### src/rtl/l1_mem_pkg.sv
// Shared types and encodings for the L1-to-L2 request arbiter.
package l1_mem_pkg;

    typedef enum logic [1:0] {
        ST_IDLE      = 2'd0,
        ST_REQ       = 2'd1,
        ST_WAIT_DATA = 2'd2
    } l1_state_e;

    localparam logic SRC_ICACHE = 1'b0;
    localparam logic SRC_DCACHE = 1'b1;

    localparam logic [1:0] SIZE_B = 2'd0;
    localparam logic [1:0] SIZE_H = 2'd1;
    localparam logic [1:0] SIZE_W = 2'd2;

endpackage

### src/rtl/l1_mem_arbiter_rr_arb2.sv
// Combinational two-way round-robin pick; on a tie the requester that did not win last time gets it.
module rr_arb2 (
    input  logic [1:0] req,
    input  logic       last,
    output logic       gnt_valid,
    output logic       gnt_id
);

    always_comb begin
        gnt_valid = |req;
        if (req == 2'b11) begin
            gnt_id = ~last;
        end else begin
            gnt_id = req[1];
        end
    end

endmodule

### src/rtl/l1_mem_arbiter.sv
// Shares the L1->L2 request port between Icache refill and Dcache; one owner per transaction.
// state      | meaning
// IDLE       | no owner; pick next requester round-robin
// REQ        | owner's request forwarded, waiting for addrOK
// WAIT_DATA  | read accepted, waiting for dataOK
module l1_mem_arbiter
    import l1_mem_pkg::*;
#(
    parameter int DATA_W = 128,
    parameter int ADDR_W = 32
) (
    input  logic              clk,
    input  logic              rstn,
    input  logic              icache_mem_req_i,
    input  logic [ADDR_W-1:0] icache_mem_addr_i,
    output logic              mem_icache_addrOK_o,
    output logic              mem_icache_dataOK_o,
    output logic [DATA_W-1:0] mem_icache_data_o,
    input  logic              dcache_mem_req_i,
    input  logic              dcache_mem_wr_i,
    input  logic [1:0]        dcache_mem_size_i,
    input  logic [3:0]        dcache_mem_wstrb_i,
    input  logic [ADDR_W-1:0] dcache_mem_addr_i,
    input  logic [31:0]       dcache_mem_wdata_i,
    output logic              mem_dcache_addrOK_o,
    output logic              mem_dcache_dataOK_o,
    output logic [DATA_W-1:0] mem_dcache_data_o,
    output logic              l1_l2_req_o,
    output logic              l1_l2_src_o,
    output logic              l1_l2_wr_o,
    output logic [1:0]        l1_l2_size_o,
    output logic [3:0]        l1_l2_wstrb_o,
    output logic [ADDR_W-1:0] l1_l2_addr_o,
    output logic [31:0]       l1_l2_wdata_o,
    input  logic              l2_l1_addrOK_i,
    input  logic              l2_l1_dataOK_i,
    input  logic [DATA_W-1:0] l2_l1_data_i
);

    l1_state_e state_q, state_d;
    logic      owner_q, owner_d;
    logic      last_grant_q, last_grant_d;

    logic gnt_valid;
    logic gnt_id;
    logic owner_req;
    logic owner_wr;
    logic active;

    rr_arb2 u_rr_arb2 (
        .req       ({dcache_mem_req_i, icache_mem_req_i}),
        .last      (last_grant_q),
        .gnt_valid (gnt_valid),
        .gnt_id    (gnt_id)
    );

    always_ff @(posedge clk or negedge rstn) begin
        if (!rstn) begin
            state_q      <= ST_IDLE;
            owner_q      <= SRC_ICACHE;
            last_grant_q <= SRC_ICACHE;
        end else begin
            state_q      <= state_d;
            owner_q      <= owner_d;
            last_grant_q <= last_grant_d;
        end
    end

    assign owner_req = (owner_q == SRC_DCACHE) ? dcache_mem_req_i : icache_mem_req_i;
    assign owner_wr  = (owner_q == SRC_DCACHE) && dcache_mem_wr_i;
    assign active    = (state_q != ST_IDLE);

    always_comb begin
        state_d      = state_q;
        owner_d      = owner_q;
        last_grant_d = last_grant_q;
        unique case (state_q)
            ST_IDLE: begin
                if (gnt_valid) begin
                    owner_d      = gnt_id;
                    last_grant_d = gnt_id;
                    state_d      = ST_REQ;
                end
            end
            ST_REQ: begin
                // a requester that withdraws before acceptance gets no response
                if (!owner_req) begin
                    state_d = ST_IDLE;
                end else if (l2_l1_addrOK_i) begin
                    if (owner_wr || l2_l1_dataOK_i) begin
                        state_d = ST_IDLE;
                    end else begin
                        state_d = ST_WAIT_DATA;
                    end
                end
            end
            ST_WAIT_DATA: begin
                if (l2_l1_dataOK_i) begin
                    state_d = ST_IDLE;
                end
            end
            default: state_d = ST_IDLE;
        endcase
    end

    always_comb begin
        l1_l2_req_o   = 1'b0;
        l1_l2_src_o   = 1'b0;
        l1_l2_wr_o    = 1'b0;
        l1_l2_size_o  = SIZE_B;
        l1_l2_wstrb_o = 4'b0000;
        l1_l2_addr_o  = '0;
        l1_l2_wdata_o = 32'd0;
        if (active) begin
            l1_l2_src_o = owner_q;
        end
        if (state_q == ST_REQ) begin
            l1_l2_req_o = owner_req;
            if (owner_q == SRC_DCACHE) begin
                l1_l2_wr_o    = dcache_mem_wr_i;
                l1_l2_size_o  = dcache_mem_size_i;
                l1_l2_wstrb_o = dcache_mem_wstrb_i;
                l1_l2_addr_o  = dcache_mem_addr_i;
                l1_l2_wdata_o = dcache_mem_wdata_i;
            end else begin
                l1_l2_size_o  = SIZE_W;
                l1_l2_addr_o  = icache_mem_addr_i;
            end
        end
    end

    assign mem_icache_addrOK_o = active && (owner_q == SRC_ICACHE) && l2_l1_addrOK_i;
    assign mem_icache_dataOK_o = active && (owner_q == SRC_ICACHE) && l2_l1_dataOK_i;
    assign mem_dcache_addrOK_o = active && (owner_q == SRC_DCACHE) && l2_l1_addrOK_i;
    assign mem_dcache_dataOK_o = active && (owner_q == SRC_DCACHE) && l2_l1_dataOK_i;
    assign mem_icache_data_o   = l2_l1_data_i;
    assign mem_dcache_data_o   = l2_l1_data_i;

endmodule

### config.mk
export PLATFORM = sky130hd
export DESIGN_NAME = l1_mem_arbiter
export DESIGN_NICKNAME = d
export VERILOG_FILES = /design/src/rtl/l1_mem_pkg.sv /design/src/rtl/l1_mem_arbiter_rr_arb2.sv /design/src/rtl/l1_mem_arbiter.sv
export SDC_FILE = /design/constraint.sdc
export NUM_CORES = 1
export LEC_CHECK = 0
export CORE_AREA = 8 8 215 217
export CTS_CLUSTER_SIZE = 8
export DETAILED_ROUTE_END_ITERATION = 10
export DIE_AREA = 0 0 223 225
export GPL_ROUTABILITY_DRIVEN = 1
export GPL_TIMING_DRIVEN = 0
export PLACE_DENSITY_LB_ADDON = 0.08
export SYNTH_ARGS = -nofsm -noshare
export SYNTH_HDL_FRONTEND = slang
export SYNTH_HIERARCHICAL = 1
export SYNTH_SLANG_ARGS = --single-unit
### constraint.sdc
create_clock -name clk -period 1.2 [get_ports clk]
set_input_delay 0.3 -clock clk [delete_from_list [all_inputs] [get_ports clk]]
set_output_delay 0.3 -clock clk [all_outputs]
set_load 0.005 [all_outputs]
==> results of run 1 <==
-- flip-flops by register name (all words and copies together) (netlist names) --
register	cells
state_q	2
last_grant_q	1
-- power by group --
part	internal [mW]	total, mW	switching (mW)
sequential	0.146	0.192	0.0464
combinational	5.88	9.26	3.39
clock	0.438	0.529	0.0910
total	6.46	9.98	3.52
-- cell families (layout without fill, tap and decap cells) --
kind of cell	count (synthesis)	after routing	share of synthesized area [%]
buf+inv	275	753	69.2
flops	3	3	2.55
simple gates	83	83	15.0
compound gates	5	5	1.62
mux	34	34	11.6
-- per-layer routing --
layer	global-route usage, %	part of all wire, %	vias to the layer above
met5	0	0.10	-
met4	0.828	0.36	4
met3	4.44	13	8
met2	16.4	55	276
met1	7.53	31	1836
li1	-	-	1982
-- per-stage QoR --
step,setup TNS [ns],std cells
4_1_cts,-40.31,1419
6_report,-39.59,1424
3_5_place_dp,-57.09,1387
2_1_floorplan,-3.16,400
3_3_place_gp,-57.70,1387
5_1_grt,-44.59,1424
-- what timing repair did --
action,in CTS,in global routing
setup buffers,24,6
cloned,4,1
pin swaps,9,11
endpoints found under the setup margin,99,97
resized for setup,437,51
-- synth_stat cells --
cell,n
buf_2,5
clkbuf_4,2
a21bo_2,1
o41ai_2,1
or2_1,1
or3b_2,1
clkbuf_1,5
nor2b_2,1
a21boi_1,1
dfrtp_1,3
mux2_2,1
buf_6,3
mux2i_1,33
nor2_1,34
and3_1,40
a21oi_1,1
o32ai_1,1
and2_1,1
nand2b_1,1
or2_2,1
buf_4,258
inv_1,2
nor3b_1,3
-- path summary, 6_finish.rpt --
check,endpoint,slack [ns]
worst max-delay path,l1_l2_addr_o[30],-0.61
max in group asynchronous,state_q[1],0.77
min in group clk,last_grant_q,0.67
worst min register to register,last_grant_q,0.71
worst min-delay path,last_grant_q,0.26
worst max register to register,last_grant_q,-0.40
-- final cells by class --
| cell class | instances | area, um2 |
|---|---|---|
| Fill cell | 4756 | 33600 |
| Tap cell | 546 | 683 |
| Sequential cell | 3 | 77.6 |
| Timing Repair Buffer | 475 | 4760 |
| Buffer | 272 | 2200 |
| Inverter | 2 | 7.51 |
| Multi-Input combinational cell | 122 | 1290 |
| Clock buffer | 4 | 78.8 |
==> metrics.md, run 1 <==
| Metric | Value |
|---|---|
| DRC Markers | `0` |
| Worst slew pin tran | `0.246 ns` |
| Critical-path cell list | `buf_8 > buf_12 > buf_12 > buf_12 > mux2i_4 > nor2_2 > buf_2` |
| N_diodes | `0` |
| PnR worst setup slack | `-0.611 ns` |
| Routability cong. | `0.716` |
| R2R cell count | `8` |
| Grt total ovfl | `0` |
| Critical Path Start Type | `register` |
| TritonCTS clock tree | `done` |
| Number of global-route vias before repair | `4215` |
| Top-area cell type share of the netlist area | `65.8%` |
| Initial antenna violation count | `2` |
| Dpl ws | `-0.943 ns` |
| Hold Buf Count CTS | `0` |
| Drt initial violations | `33` |
| Yosys warns | `6` |
| Die W | `223 um` |
| Fin Clk Skew | `0.000912 ns` |
| Clk Latency, worst-skew pair | `0.22 ns` |
| Crit path from | `last_grant_q` |
| CP Max Fanout | `6` |
| Commonest non-fill, non-tap cell in the layout | `clkdlybuf4s50_1` |
| Routed Antenna Nets | `0` |
| Max Clk Rate | `552 MHz` |
| Sequential share of the synthesized area | `2.55%` |
| Max_slew headroom | `83.5%` |
| CTS root buf | `clkbuf_16` |
| CTS Buf Count | `3` |
| Reg2reg start | `last_grant_q` |
| Max-Cap Viols | `0` |
| Cell Area, Synth | `0.00294 mm2` |
| Via Count | `4106` |
| Largest net degree at the start of global routing | `11` |
| Area of the core | `0.0427 mm2` |
| Io pins | `570` |
| Clk slew on worst S/H paths | `0.03 ns` |
| CP endpoint kind | `output pin` |
| Area leader, netlist | `buf_4` |
| Standard-cell rows | `76` |
| Slew Viols, Final | `0` |
| Final wirelength | `23200 um` |
| Die Y | `225 um` |
| Clock sinks | `3` |
| Hold Slack | `0.265 ns` |
| 1st-pass router iterations | `4` |
| Port buffer count | `441` |
| Min Tclk post-route | `1.81 ns` |
| Fin area | `0.00910 mm2` |
| CP max-delay cell | `dfrtp_1` |
| Area delta synth->final | `209%` |
| Peak VDD IR | `0.439 mV` |
| Crit Path Category | `reg2out` |
| Stages on the worst setup path | `7` |
| Final hold violations | `0` |
| Gr usage total | `8.25%` |
| Fraction of layout cells with a size suffix above 1 | `55.5%` |
| Pleak | `4.19 nW` |
| Tot Pwr | `9.98 mW` |
| Die footprint | `0.0502 mm2` |
| Deepest clock path buffer count | `2` |
| Initial Util | `6.90%` |
| CP Buf/Inv Count | `5` |
| Synth top area cells | `buf_4 66%, mux2i_1 11%, and3_1 8.5%, nor2_1 4.3%, dfrtp_1 2.5%` |
| Failing checks | `negative setup slack` |
| Most frequent cells in the layout | `326 x clkdlybuf4s50_1, 264 x buf_4, 56 x buf_6` |
| CTS H-tree depth | `1` |
| Netlist cell types | `23` |
| Pwr/cell area | `1100 mW/mm2` |
| DP Area | `0.00832 mm2` |
| Status | `finished with violations` |
| Syn Area/Cell | `7.36 um2` |
| RSZ-0062 raised after global routing | `true` |
| Final Core Density | `21.3%` |
| Syn Nets | `637` |
| Max stage delay on crit path | `0.38 ns` |
| Final HPWL DP | `21300 um` |
| Post-synthesis cell count | `400` |
| Crit share post-route | `151%` |
| Worst Path Required | `0.90 ns` |
| Cell family with most CP delay | `buffers and inverters` |
| Vias per cell | `2.88` |
| HP Class | `in2async` |
| First-pass GRT wire length | `31200 um` |
| NumNets Final | `1116` |
| Crit path DAT | `1.51 ns` |
| #FFs+latches synth | `3` |
| Final setup fails | `80` |
| Cell mode on critical path | `buf_12` |
| Average wire per standard cell | `16.3 um` |
Power figures use the tool's default switching activity.
==> inputs of run 2 (changes only) <==
Settings changed: ABC_AREA set to 0.
==> results of run 2 <==
Same layout as run 1: the final DEF is identical, and so are final timing and power.
